### config.mk
export PLATFORM = sky130hd
export DESIGN_NAME = seg7_scan_driver
export DESIGN_NICKNAME = d
export VERILOG_FILES = /design/src/rtl/seg7_scan_driver.sv
export SDC_FILE = /design/constraint.sdc
export NUM_CORES = 1
export LEC_CHECK = 0
export CAP_MARGIN = 5
export CORE_ASPECT_RATIO = 1.5
export CORE_MARGIN = 8
export CORE_UTILIZATION = 41
export DETAILED_ROUTE_END_ITERATION = 7
export PLACE_DENSITY = 0.61
export SLEW_MARGIN = 30
export SYNTH_ARGS = -nofsm -noshare
export SYNTH_HDL_FRONTEND = slang
export SYNTH_SLANG_ARGS = --single-unit
### constraint.sdc
create_clock -name clk -period 5.4 [get_ports clk]
set_input_delay 1.08 -clock clk [delete_from_list [all_inputs] [get_ports clk]]
set_output_delay 1.08 -clock clk [all_outputs]
set_load 0.02 [all_outputs]
### src/rtl/seg7_scan_driver.sv
// seg7_scan_driver: time-multiplexed driver for DIGITS common-anode 7-segment
// digits sharing one active-low segment bus.
//
// A packed hex value is captured on a one-cycle load strobe into a pending
// register and only moved into the display register on a frame boundary
// (the last digit's slot ending). This means a frame never mixes old and new
// nibbles. Each digit slot is REFRESH_DIV cycles long. The first cycle of every
// slot is a blank cycle (all anodes off), which prevents ghosting while the
// segment bus changes.
//
// Optional build macro SEG7_LEAD_ZERO_BLANK_EN: when defined, digits above the
// most significant non-zero nibble of the display register are blanked as if
// blank_mask were set for them. Digit 0 is always shown. When undefined, only
// blank_mask darkens digits.

module seg7_scan_driver #(
  parameter int DIGITS      = 4,
  parameter int REFRESH_DIV = 50000
) (
  input  logic                  clk,
  input  logic                  rst_n,
  input  logic [4*DIGITS-1:0]   value,
  input  logic                  load,
  input  logic [DIGITS-1:0]     blank_mask,
  output logic [0:6]            seg,
  output logic [DIGITS-1:0]     an,
  output logic                  frame_done
);

  localparam int CNT_W = (REFRESH_DIV > 1) ? $clog2(REFRESH_DIV) : 1;
  localparam int IDX_W = (DIGITS > 1) ? $clog2(DIGITS) : 1;
  localparam logic [CNT_W-1:0] LAST_CNT = CNT_W'(REFRESH_DIV - 1);
  localparam logic [IDX_W-1:0] LAST_IDX = IDX_W'(DIGITS - 1);
  localparam logic [0:6]       SEG_OFF  = 7'b1111111;

  typedef enum logic {
    ST_BLANK,
    ST_SCAN
  } state_t;

  state_t                 state;
  logic [CNT_W-1:0]       cnt;
  logic [IDX_W-1:0]       idx;
  logic [4*DIGITS-1:0]    disp;
  logic [4*DIGITS-1:0]    pend;
  logic                   flag;

  logic                   tick;
  logic                   boundary;
  logic [DIGITS-1:0]      eff_mask;
  logic [3:0]             cur_nib;
  logic                   cur_dark;
  logic [0:6]             cur_seg;
  logic [DIGITS-1:0]      an_on;

  // Active-low a..g pattern for one hex nibble.
  function automatic logic [0:6] hex_decode(input logic [3:0] nib);
    logic [0:6] s;
    case (nib)
      4'h0:    s = 7'b0000001;
      4'h1:    s = 7'b1001111;
      4'h2:    s = 7'b0010010;
      4'h3:    s = 7'b0000110;
      4'h4:    s = 7'b1001100;
      4'h5:    s = 7'b0100100;
      4'h6:    s = 7'b0100000;
      4'h7:    s = 7'b0001111;
      4'h8:    s = 7'b0000000;
      4'h9:    s = 7'b0000100;
      4'hA:    s = 7'b0001000;
      4'hB:    s = 7'b1100000;
      4'hC:    s = 7'b0110001;
      4'hD:    s = 7'b1000010;
      4'hE:    s = 7'b0110000;
      default: s = 7'b0111000;
    endcase
    return s;
  endfunction

  // A slot ends on the prescaler's last count; the last digit's slot end is a frame boundary.
  assign tick     = (cnt == LAST_CNT);
  assign boundary = tick && (state == ST_SCAN) && (idx == LAST_IDX);

`ifdef SEG7_LEAD_ZERO_BLANK_EN
  logic [DIGITS-1:0] lz_mask;
  logic              upper_nz;

  // Dark every digit above the most significant non-zero nibble; digit 0 always shows.
  always_comb begin
    lz_mask  = '0;
    upper_nz = 1'b0;
    for (int i = DIGITS - 1; i >= 1; i--) begin
      upper_nz   = upper_nz | (disp[4*i +: 4] != 4'h0);
      lz_mask[i] = ~upper_nz;
    end
  end

  assign eff_mask = blank_mask | lz_mask;
`else
  assign eff_mask = blank_mask;
`endif

  // Select the nibble and blanking bit of the digit currently being scanned.
  always_comb begin
    cur_nib  = 4'h0;
    cur_dark = 1'b0;
    for (int i = 0; i < DIGITS; i++) begin
      if (idx == IDX_W'(i)) begin
        cur_nib  = disp[4*i +: 4];
        cur_dark = eff_mask[i];
      end
    end
  end

  assign cur_seg = cur_dark ? SEG_OFF : hex_decode(cur_nib);
  assign an_on   = ~(DIGITS'(1) << idx);

  // Prescaler: free-running 0..REFRESH_DIV-1 slot timer.
  always_ff @(posedge clk or negedge rst_n) begin
    if (!rst_n) begin
      cnt <= '0;
    end else if (tick) begin
      cnt <= '0;
    end else begin
      cnt <= cnt + 1'b1;
    end
  end

  // Scan FSM: one blank cycle, then the digit stays lit until the slot ends; outputs refresh every cycle.
  always_ff @(posedge clk or negedge rst_n) begin
    if (!rst_n) begin
      state <= ST_BLANK;
      idx   <= '0;
      seg   <= SEG_OFF;
      an    <= '1;
    end else begin
      case (state)
        ST_BLANK: begin
          state <= ST_SCAN;
          an    <= an_on;
          seg   <= cur_seg;
        end
        ST_SCAN: begin
          if (tick) begin
            state <= ST_BLANK;
            an    <= '1;
            seg   <= SEG_OFF;
            if (idx == LAST_IDX) begin
              idx <= '0;
            end else begin
              idx <= idx + 1'b1;
            end
          end else begin
            an  <= an_on;
            seg <= cur_seg;
          end
        end
        default: begin
          state <= ST_BLANK;
          an    <= '1;
          seg   <= SEG_OFF;
        end
      endcase
    end
  end

  // Load path: load is a single-cycle strobe with no back-pressure. Every strobe
  // overwrites pending (last load wins). The display register changes only on a
  // frame boundary. A strobe on the boundary cycle goes straight to the display.
  always_ff @(posedge clk or negedge rst_n) begin
    if (!rst_n) begin
      disp       <= '0;
      pend       <= '0;
      flag       <= 1'b0;
      frame_done <= 1'b0;
    end else begin
      frame_done <= boundary;
      if (load) begin
        pend <= value;
      end
      if (boundary) begin
        if (load) begin
          disp <= value;
        end else if (flag) begin
          disp <= pend;
        end
        flag <= 1'b0;
      end else if (load) begin
        flag <= 1'b1;
      end
    end
  end

endmodule
==> results.cfg, run 1 <==
[timing]
fin_skew_ns = 0.0122
final.setup.tns_ns = 0
count_of_pins_over_their_slew_limit = 0
hold_slack_ns = 0.455
timing.max_slew.rel_slack_pct = 43.1
timing_worst_slew_pin_value_ns = 0.851
final_setup_violating_endpoints = 0
clock.fmax_ghz = 0.354
finalCritPeriodShare_pct = 52.4
timing.final.crit_period_ns = 2.83
rsz_0062_raised_after_global_routing = false
final-hold-violation-count = 0

[cells_and_area]
highest_count_cells_in_the_layout_ignoring_fill_and_taps = sky130_fd_sc_hd__dfrtp_1, sky130_fd_sc_hd__clkdlybuf4s50_1, sky130_fd_sc_hd__nand2_1, sky130_fd_sc_hd__mux2_2, sky130_fd_sc_hd__nor2_1
seqCellArea_um2 = 1620
final_util_pct = 51.2
area_growth_pct = 21.9
layout.cells.most_common = sky130_fd_sc_hd__dfrtp_1
layout.filler_cells = 672
layout.nets = 319
multiInputGateArea_um2 = 1340
layout_cell_share_with_drive_strength_beyond_1_pct = 23.8
count_of_inserted_antenna_diode_cells = 0

[yosys]
number_of_enable_flip_flop_cells_after_synthesis = 0
synthFlopType = sky130_fd_sc_hd__dfrtp_1
synth_area_per_cell_um2 = 12.3
synth.top_cells.by_area = sky130_fd_sc_hd__dfrtp_1, sky130_fd_sc_hd__dfstp_2, sky130_fd_sc_hd__mux2_2
synth_seq_cells = 64
seq_total_area_yosys_pct = 53.2
mappedNetlistArea_um2 = 3040
synth_top_area_cell = sky130_fd_sc_hd__dfrtp_1
yosysWarningCount = 0
ys_async_sr_fraction_pct = 100
netlist.area_leader.share_pct = 43.7
synth_fp_nets = 281
yosys.cell_types.count = 45
syn_inst = 247

[worst_setup_path]
worst_setup_path_end_kind = flop
cp-startpoint = load
timing.critical_path.fanout_max = 17
crit_end = disp[13]
number_of_gates_on_the_worst_path_with_buffers_counted = 4
r2r-end = seg[0]
startpoint_of_the_worst_register_to_register_path = idx[0]
worst-path-buf-inv = 1
reg2reg_setup_slack_ns = 2.79
timing.critical_path.cells = clkdlybuf4s50_1, nor2_1, nand3b_4, mux2_4
critical-path-top-delay-family = buffers and inverters
worst_ep_required_time_ns = 5.62
worst_r2r_path_depth = 9
worstSetupStartpointType = input port
timing.critical_path.arrival_ns = 3.04
critical_path_class = in2reg
max_stage_delay_ns = 1.02
cp_slowest_cell = sky130_fd_sc_hd__clkdlybuf4s50_1

[floorplanning]
die-height_um = 121
ioPinCount = 35
floorplan.rows = 38
chipWidth_um = 86.3
die-area_um2 = 10500
core_um2 = 7230
start_util_pct = 42.0

[grt]
grt_max_degree = 65
overall_track_demand_over_capacity_in_global_routing_pct = 12.3
grt_first_pass_wirelength_mm = 9.96
grt_pass1_vias = 2071
grt_antenna_before_repair = 0
grt-ovfl-total = 0

[hold_path]
hold_path_class = reg2reg

[clock_tree]
cts_max_path_buffers = 2
clock_latency_ns = 0.34
post-cts-setup-buffers = 0
hold_buffers = 0
cts_h_tree_depth = 3
tritoncts = done
cts_resized = 0
cts_root_buf = sky130_fd_sc_hd__clkbuf_8
cts_num_sinks = 64
clkTransAtPathRegs_ns = 0.07
number_of_buffers_created_by_cts = 9

[drt]
drt_wl_total_mm = 5.72
remaining_number_of_nets_flagged_by_the_antenna_check_after_routing = 0
first_pass_iters = 6
vias = 1920
detail_route.wl_per_cell_um = 14.7
viasPerCell = 4.92
route.detailed.drc = 0
detailedRoute.firstIterationViolations = 71

[power_and_ir_drop]
vdd_ir_drop_max_mv = 0.152
power.density_cell_area_nw_per_um2 = 284
power.static_leakage_nw = 1.66

[flow_run]
maxCapViolCount = 0

[place]
finalWeightedCongestion = 0.730
buffer_ports.inserted = 34
detailed_place_hpwl_mm = 4.08

[run_status]
outcome = finished clean
-- cell usage after synthesis (3+ instances only) --
cell type                  count
sky130_fd_sc_hd__dfrtp_1      53
sky130_fd_sc_hd__and4_1        3
sky130_fd_sc_hd__nand4_1       3
sky130_fd_sc_hd__nand3b_1      3
sky130_fd_sc_hd__ha_1         11
sky130_fd_sc_hd__xnor2_1       7
sky130_fd_sc_hd__dfstp_2      11
sky130_fd_sc_hd__o211ai_1      6
sky130_fd_sc_hd__nor2_1       17
sky130_fd_sc_hd__mux2i_1       4
sky130_fd_sc_hd__xor2_1        7
sky130_fd_sc_hd__a21oi_1       4
sky130_fd_sc_hd__mux2_2       22
sky130_fd_sc_hd__nand2_1      28
sky130_fd_sc_hd__nand3_1       4
sky130_fd_sc_hd__inv_1         9
sky130_fd_sc_hd__mux2_4       10
sky130_fd_sc_hd__nor3b_1       3
sky130_fd_sc_hd__nor2b_1       5
sky130_fd_sc_hd__buf_2         3
sky130_fd_sc_hd__o221ai_1      3
-- flip-flops by register name (all words and copies together) (netlist names) --
signal,flops
an,4
idx,2
cnt,16
disp,16
frame_done,1
flag,1
seg,7
state,1
pend,16
-- report_power, final --
part	switching, mW	total, mW	internal [mW]
registers	0.00291	0.498	0.495
logic	0.0260	0.0562	0.0302
clock network	0.178	0.498	0.319
total	0.207	1.05	0.845
-- per-stage QoR --
stage                     std cells  instance area, um2  total power [mW]  worst slack, ns
after global routing            390                3700              1.10             2.45
after CTS                       390                3700              1.07             2.52
after detailed placement        374                3460             0.566             2.15
after global placement          374                3450             0.565             2.24
final                           390                3700              1.05             2.57
after floorplan                 247                3040             0.529             3.07
-- cells by family after synthesis --
kind of cell    after synthesis  share of synthesized area [%]
flops                        64                           53.2
fa+ha+maj                    11                           4.53
simple gates                 80                           14.6
mux                          36                           14.4
compound gates               25                           6.26
xor+xnor                     14                           4.04
buf+inv                      17                           2.96
-- worst reg2reg max path, stage by stage (launching register included) --
cell and delay, ns:
sky130_fd_sc_hd__dfrtp_1 0.43, sky130_fd_sc_hd__ha_1 0.41, sky130_fd_sc_hd__inv_1 0.22, sky130_fd_sc_hd__nand2_1 0.12, sky130_fd_sc_hd__o211ai_1 0.50, sky130_fd_sc_hd__inv_1 0.19
sky130_fd_sc_hd__ha_1 0.28, sky130_fd_sc_hd__nand3b_1 0.17, sky130_fd_sc_hd__o31ai_1 0.10, sky130_fd_sc_hd__o21ai_1 0.10
-- worst min path at each step --
stage,end,slack [ns],from,cells past startpoint
floorplan,cnt[0],0.42,cnt[0],1
global placement,cnt[0],0.43,cnt[0],1
detailed placement,cnt[0],0.45,cnt[0],1
CTS,cnt[0],0.46,cnt[0],1
global route,cnt[0],0.49,cnt[0],1
finish,cnt[0],0.45,cnt[0],1
-- layout make-up --
cell class                      instances  share of cell area [%]
Sequential cell                        64                    43.6
Multi-Input combinational cell        166                    36.2
Timing Repair Buffer                   35                    9.26
Clock buffer                           11                    3.82
Tap cell                              100                    3.38
Clock inverter                          5                    2.81
Inverter                                9                   0.912
-- metal layers --
layer / vias to the layer above / global-route usage [%] / wire, um
li1: 933 / - / -
met1: 946 / 12.9 / 2340
met2: 34 / 21.5 / 3030
met3: 7 / 4.68 / 281
met4: 0 / 4.55 / 72
met5: - / 0 / 0
No activity file was read; power rests on OpenSTA's default activity.
==> run 2, diff against run 1 <==
--- a/config.mk
+++ b/config.mk
@@ -10,7 +10,7 @@
 export CORE_MARGIN = 8
 export CORE_UTILIZATION = 41
 export DETAILED_ROUTE_END_ITERATION = 7
-export PLACE_DENSITY = 0.61
+export PLACE_DENSITY = 0.64
 export SLEW_MARGIN = 30
 export SYNTH_ARGS = -nofsm -noshare
 export SYNTH_HDL_FRONTEND = slang
==> constraint.sdc (replaced) <==
create_clock -name clk -period 2.3 [get_ports clk]
set_input_delay 0.46 -clock clk [delete_from_list [all_inputs] [get_ports clk]]
set_output_delay 0.46 -clock clk [all_outputs]
set_load 0.02 [all_outputs]
==> run 2 against run 1 <==
Against the previous run: register-to-register slack lost 2.6 ns; die area is the same; power grew 130%; critical path type is now reg2reg; critical endpoint is now seg[3]; largest cell class unchanged; highest routed layer unchanged.
==> results.cfg, run 2 (same netlist as run 1, synthesis figures left out) <==
[worst_setup_path]
worstSetupStartpointType = flop
timing.critical_path.fanout_max = 11
max_stage_delay_ns = 0.43
reg2reg_setup_slack_ns = 0.18
worst_setup_path_end_kind = flop
critical_path_class = reg2reg
cp_slowest_cell = sky130_fd_sc_hd__dfrtp_1
critical-path-top-delay-family = compound AO/OA/AOI/OAI gates
worst-path-buf-inv = 1
timing.critical_path.arrival_ns = 2.41
path_common_cell = sky130_fd_sc_hd__nand2_1
timing.critical_path.cells = ha_1, buf_4, nor3b_1, a311o_1, nand2_1, a32o_1, nand2_1
worst_ep_required_time_ns = 2.59

[timing]
final-hold-violation-count = 0
finalCritPeriodShare_pct = 92.1
count_of_pins_over_their_slew_limit = 0
clock.fmax_ghz = 0.472
timing_worst_slew_pin_value_ns = 0.749
rsz_0062_raised_after_global_routing = false
timing.final.crit_period_ns = 2.12
fin_skew_ns = 0.00541
final.setup.tns_ns = 0
final_setup_violating_endpoints = 0
timing.max_slew.rel_slack_pct = 50.1

[power_and_ir_drop]
power.density_cell_area_nw_per_um2 = 638
total_power_mw = 2.42
power.static_leakage_nw = 1.71
vdd_ir_drop_max_mv = 0.341

[place]
finalWeightedCongestion = 0.853
place.detailed.instances = 384
detailed_place_hpwl_mm = 4.42
buffer_ports.inserted = 34
post_dp_cell_area_um2 = 3540

[floorplanning]
die-area_um2 = 10500
chipWidth_um = 86.3
die-height_um = 121
core_um2 = 7230
floorplan.rows = 38
ioPinCount = 35
start_util_pct = 42.0

[grt]
overall_track_demand_over_capacity_in_global_routing_pct = 12.6
grt_antenna_before_repair = 0
grt_pass1_vias = 2126
grt_max_degree = 35
grt-ovfl-total = 0
grt_first_pass_wirelength_mm = 10.1

[drt]
vias = 1982
route.detailed.drc = 0
first_pass_iters = 4
detailedRoute.firstIterationViolations = 82
detail_route.wl_per_cell_um = 15.0
drt_wl_total_mm = 6.02
remaining_number_of_nets_flagged_by_the_antenna_check_after_routing = 0
viasPerCell = 4.93

[hold_path]
hold_path_class = in2async

[cells_and_area]
layout.nets = 331
layout.filler_cells = 649
count_of_inserted_antenna_diode_cells = 0
area_growth_pct = 24.8
post-route-cell-area_um2 = 3790
layout_cell_share_with_drive_strength_beyond_1_pct = 27.2
layout.cells.most_common = sky130_fd_sc_hd__dfrtp_1
highest_count_cells_in_the_layout_ignoring_fill_and_taps = sky130_fd_sc_hd__dfrtp_1, sky130_fd_sc_hd__clkdlybuf4s50_1, sky130_fd_sc_hd__nand2_1, sky130_fd_sc_hd__mux2_2, sky130_fd_sc_hd__nor2_1
layout_top_registers = cnt: 16 flops, disp: 16 flops, pend: 16 flops
count_of_non_filler_cells_in_the_finished_layout = 402

[clock_tree]
hold_buffers = 0
cts_h_tree_depth = 3
tritoncts = done
cts_root_buf = sky130_fd_sc_hd__clkbuf_8
cts_num_sinks = 64
number_of_buffers_created_by_cts = 9
clock_latency_ns = 0.35
cts_max_path_buffers = 2
clkTransAtPathRegs_ns = 0.07

[flow_run]
maxCapViolCount = 0

[run_status]
outcome = finished clean
run 2: changes by cell type in the layout (fill, tap and decap cells not counted), sizes merged:
cell / delta
buf: +12
clkinv: -2
bufinv: -1
clkbuf: +3
run 2: worst reg2reg max path, delay by kind of cell (launching register included):
family	cells	cell delay [ns]
AOI/OAI and AO/OA	2	0.68
and+or+nand+nor	3	0.50
DFF	1	0.43
adders and majority gates	1	0.26
buffers and inverters	1	0.19
run 2: path summary, 6_finish.rpt:
kind / depth (start not counted) / to / startpoint
max reg2reg: 7 / seg[3] / idx[0]
max: 7 / seg[3] / idx[0]
max in group asynchronous: 2 / cnt[3] / rst_n
min reg2reg: 1 / cnt[0] / cnt[0]
min: 1 / pend[14] / rst_n
min in group clk: 1 / cnt[0] / cnt[0]
run 2: per-stage QoR:
stage,hold slack (ns),setup slack [ns],util (%)
floorplan,0.164,0.152,-
global placement,0.434,0.225,48.9
detailed placement,0.446,0.125,48.9
CTS,0.196,0.100,52.2
global route,0.242,0.0578,52.4
finish,0.177,0.182,52.4
run 2: report_power, final:
| group | internal (mW) | switching [mW] |
|---|---|---|
| registers | 1.16 | 0.00721 |
| clock network | 0.700 | 0.410 |
| logic | 0.0764 | 0.0621 |
| total | 1.94 | 0.479 |
run 2: routing by layer:
metal  wire length, um  up-vias  track usage, %
met5                 0        -               0
met4               134        0            7.36
met3               306       10            3.93
met2              3200       34            21.8
met1              2390      983            13.1
li1                  -      955               -
run 2: cell type report:
type	count	area, um2	area share [%]
flip-flops and latches	64	1620	42.6
clock buffers	14	173	4.56
repair buffers	47	445	11.8
inverters	9	33.8	0.891
clock inverters	2	60.1	1.58
multi-input cells	166	1340	35.3
well taps	100	125	3.30
run 2: what timing repair did:
item | 4_1_cts | 5_1_grt
setup endpoints to repair | 0 | 5
setup buffers | 0 | 2
gates resized for setup | 0 | 2
==> patch, RTL diff (config.mk and constraints of run 2) <==
Add a define of `SEG7_LEAD_ZERO_BLANK_EN`.
--- a/src/rtl/seg7_scan_driver.sv
+++ b/src/rtl/seg7_scan_driver.sv
@@ -12,6 +12,8 @@
 // most significant non-zero nibble of the display register are blanked as if
 // blank_mask were set for them. Digit 0 is always shown. When undefined, only
 // blank_mask darkens digits.
+
+`define SEG7_LEAD_ZERO_BLANK_EN
 
 module seg7_scan_driver #(
   parameter int DIGITS      = 4,
Check against the original RTL: same outputs for any inputs over 10 cycles, from zero or initial values and one cycle with rst_n low; that may be too few to reach the edited logic, so the function may still have changed.
==> patch against run 2 <==
- hold slack worse by 88 ps
- setup slack worse by 92 ps
- first-iteration DRC count up 40%
- cell area up 0.26%
- sequential cell count unchanged
- global-route usage up 0.13 points
- die area about the same
- area after synthesis about the same
- routed wire length up 3.8%
- total power down 7.2%
- largest power group unchanged
- highest routed layer unchanged
==> patch: results (changes against run 2) <==
INFO  metric syn_nets = 281 (unchanged)
INFO  metric synth_top_cells_by_area = sky130_fd_sc_hd__dfrtp_1 (44%), sky130_fd_sc_hd__dfstp_2 (9.5%), sky130_fd_sc_hd__mux2_2 (8.2%)
INFO  metric num-nets-final = 330 (-0.30%)
INFO  metric grt_max_degree = 30 (-14%)
INFO  metric delay_of_the_slowest_cell_on_the_worst_path = 450 ps (+20 ps)
INFO  metric detailedRoute.firstPassIterationCount = 6 (+2)
INFO  metric status = finished clean
INFO  metric synth_commonest_cells = sky130_fd_sc_hd__dfrtp_1 (53), sky130_fd_sc_hd__mux2_2 (22), sky130_fd_sc_hd__nand2_1 (19)
INFO  metric h-tree-depth = 3 (unchanged)
INFO  metric num-fill-cells = 641 (-1.2%)
INFO  metric total_leakage_power = 0.00171 µW (-0.18%)
INFO  metric antenna_found_initial = 0 (unchanged)
INFO  metric clk-insertion-delay-late = 340 ps
INFO  metric detailed_place_hpwl = 4.73 mm (+6.9%)
INFO  metric worst_hold_path_type = input pin to async pin
INFO  metric post_drt_via_cell_ratio = 5.03 (+2.1%)
INFO  metric maxCapViolations = 0 (unchanged)
INFO  metric crit_start = idx[1]$_DFFE_PN0N_
INFO  metric gp_congestion = 0.849 (-0.50%)
INFO  metric antenna_cells_inserted = 0 (unchanged)
INFO  metric synthArstFlopShare = 100% (unchanged)
INFO  metric numPlacedInstances = 381 (-0.78%)
INFO  metric grt_first_pass_wirelength = 10.4 mm (+2.5%)
INFO  metric clk_root_buffer_cell = sky130_fd_sc_hd__clkbuf_8
INFO  metric portBuffers = 34 (unchanged)
INFO  metric critPathMaxFanout = 12 (+1)
INFO  metric post_syn_area_per_cell = 12.3 µm² (about the same)
INFO  metric clock_skew = 11.9 ps (+6.45 ps)
INFO  metric via_count_of_the_first_global_routing_pass = 2082 (-2.1%)
INFO  metric postPlaceCellArea = 0.00352 mm² (-0.42%)
INFO  metric slew_headroom = 58.0% (+7.9 points)
INFO  metric detailed_route_iter0_violations = 115 (+40%)
INFO  metric ys_types = 42 (-6.7%)
INFO  metric number_of_cells_traversed_by_the_worst_register_to_register_path = 8 (+1)
INFO  metric critical-path-slowest-cell = sky130_fd_sc_hd__a221o_1
INFO  metric grt_util_all_layers = 12.7% (+0.13 points)
INFO  metric most_common_flop_cell_mapped_by_yosys = sky130_fd_sc_hd__dfrtp_1
INFO  metric synth.yosys.seq_area_share = 53.2% (about the same)
INFO  metric count_of_synthesis_stage_warnings_from_yosys = 0 (unchanged)
INFO  metric cts_made_buffers = 9 (unchanged)
INFO  metric dpl_worst_slack = 46.2 ps (-78.7 ps)
INFO  metric cell_family_contributing_the_most_delay_on_the_critical_path = compound AO/OA/AOI/OAI gates
INFO  metric final_cell_count_no_fill = 401 (-0.25%)
INFO  metric final_layout_size_suffix_gt1_share = 27.9% (+0.75 points)
INFO  metric wl_per_cell = 15.6 µm (+4.1%)
INFO  metric vdd_ir_drop_max = 480 µV (+41%)
INFO  metric top_regs = cnt (16), disp (16), pend (16)
patch: per-layer routing:
layer	up-vias	GRT usage [%]	wire length, µm
li1	973	-	-
met1	995	13.7	2440
met2	41	22.7	3470
met3	9	3.80	249
met4	0	4.87	93
met5	-	0	0
patch: path summary, 6_finish.rpt:
check / endpoint / slack [ps]
worst min-delay path: pend[12]$_DFFE_PN0P_ / 90
min in group clk: cnt[0]$_DFF_PN0_ / 480
worst max-delay path: seg[0]$_DFF_PN1_ / 90
worst max register to register: seg[0]$_DFF_PN1_ / 90
worst min register to register: cnt[0]$_DFF_PN0_ / 480
max in group asynchronous: pend[7]$_DFFE_PN0P_ / 1600
patch: where the power goes:
| part | leakage, µW | total [µW] | switching (µW) | internal (µW) |
|---|---|---|---|---|
| sequential | 0.000795 | 1170 | 7.65 | 1160 |
| clock | 0.0000936 | 937 | 407 | 530 |
| combinational | 0.000822 | 136 | 60.6 | 75.6 |
patch: logic make-up after synthesis:
logic type	count (synthesis)	synth area share [%]
AOI/OAI and AO/OA	31	7.54
DFF	64	53.2
adders and majority gates	11	4.53
xor gates and xnor gates	14	4.04
and+or+nand+nor	78	14.9
buffers and inverters	17	2.68
muxes	32	13.1
patch: cell type report:
type | instances | area, µm² | area share, %
Inverter | 9 | 33.8 | 0.889
Sequential cell | 64 | 1620 | 42.5
Clock buffer | 13 | 149 | 3.92
Multi-Input combinational cell | 166 | 1400 | 36.7
Tap cell | 100 | 125 | 3.29
Clock inverter | 3 | 42.5 | 1.12
Timing Repair Buffer | 46 | 438 | 11.5
patch: repair_timing:
item / CTS / global route
hold buffers: 0 / 0
buffers inserted: 0 / 4
resized for setup: 0 / 12
setup endpoints to repair: 0 / 5
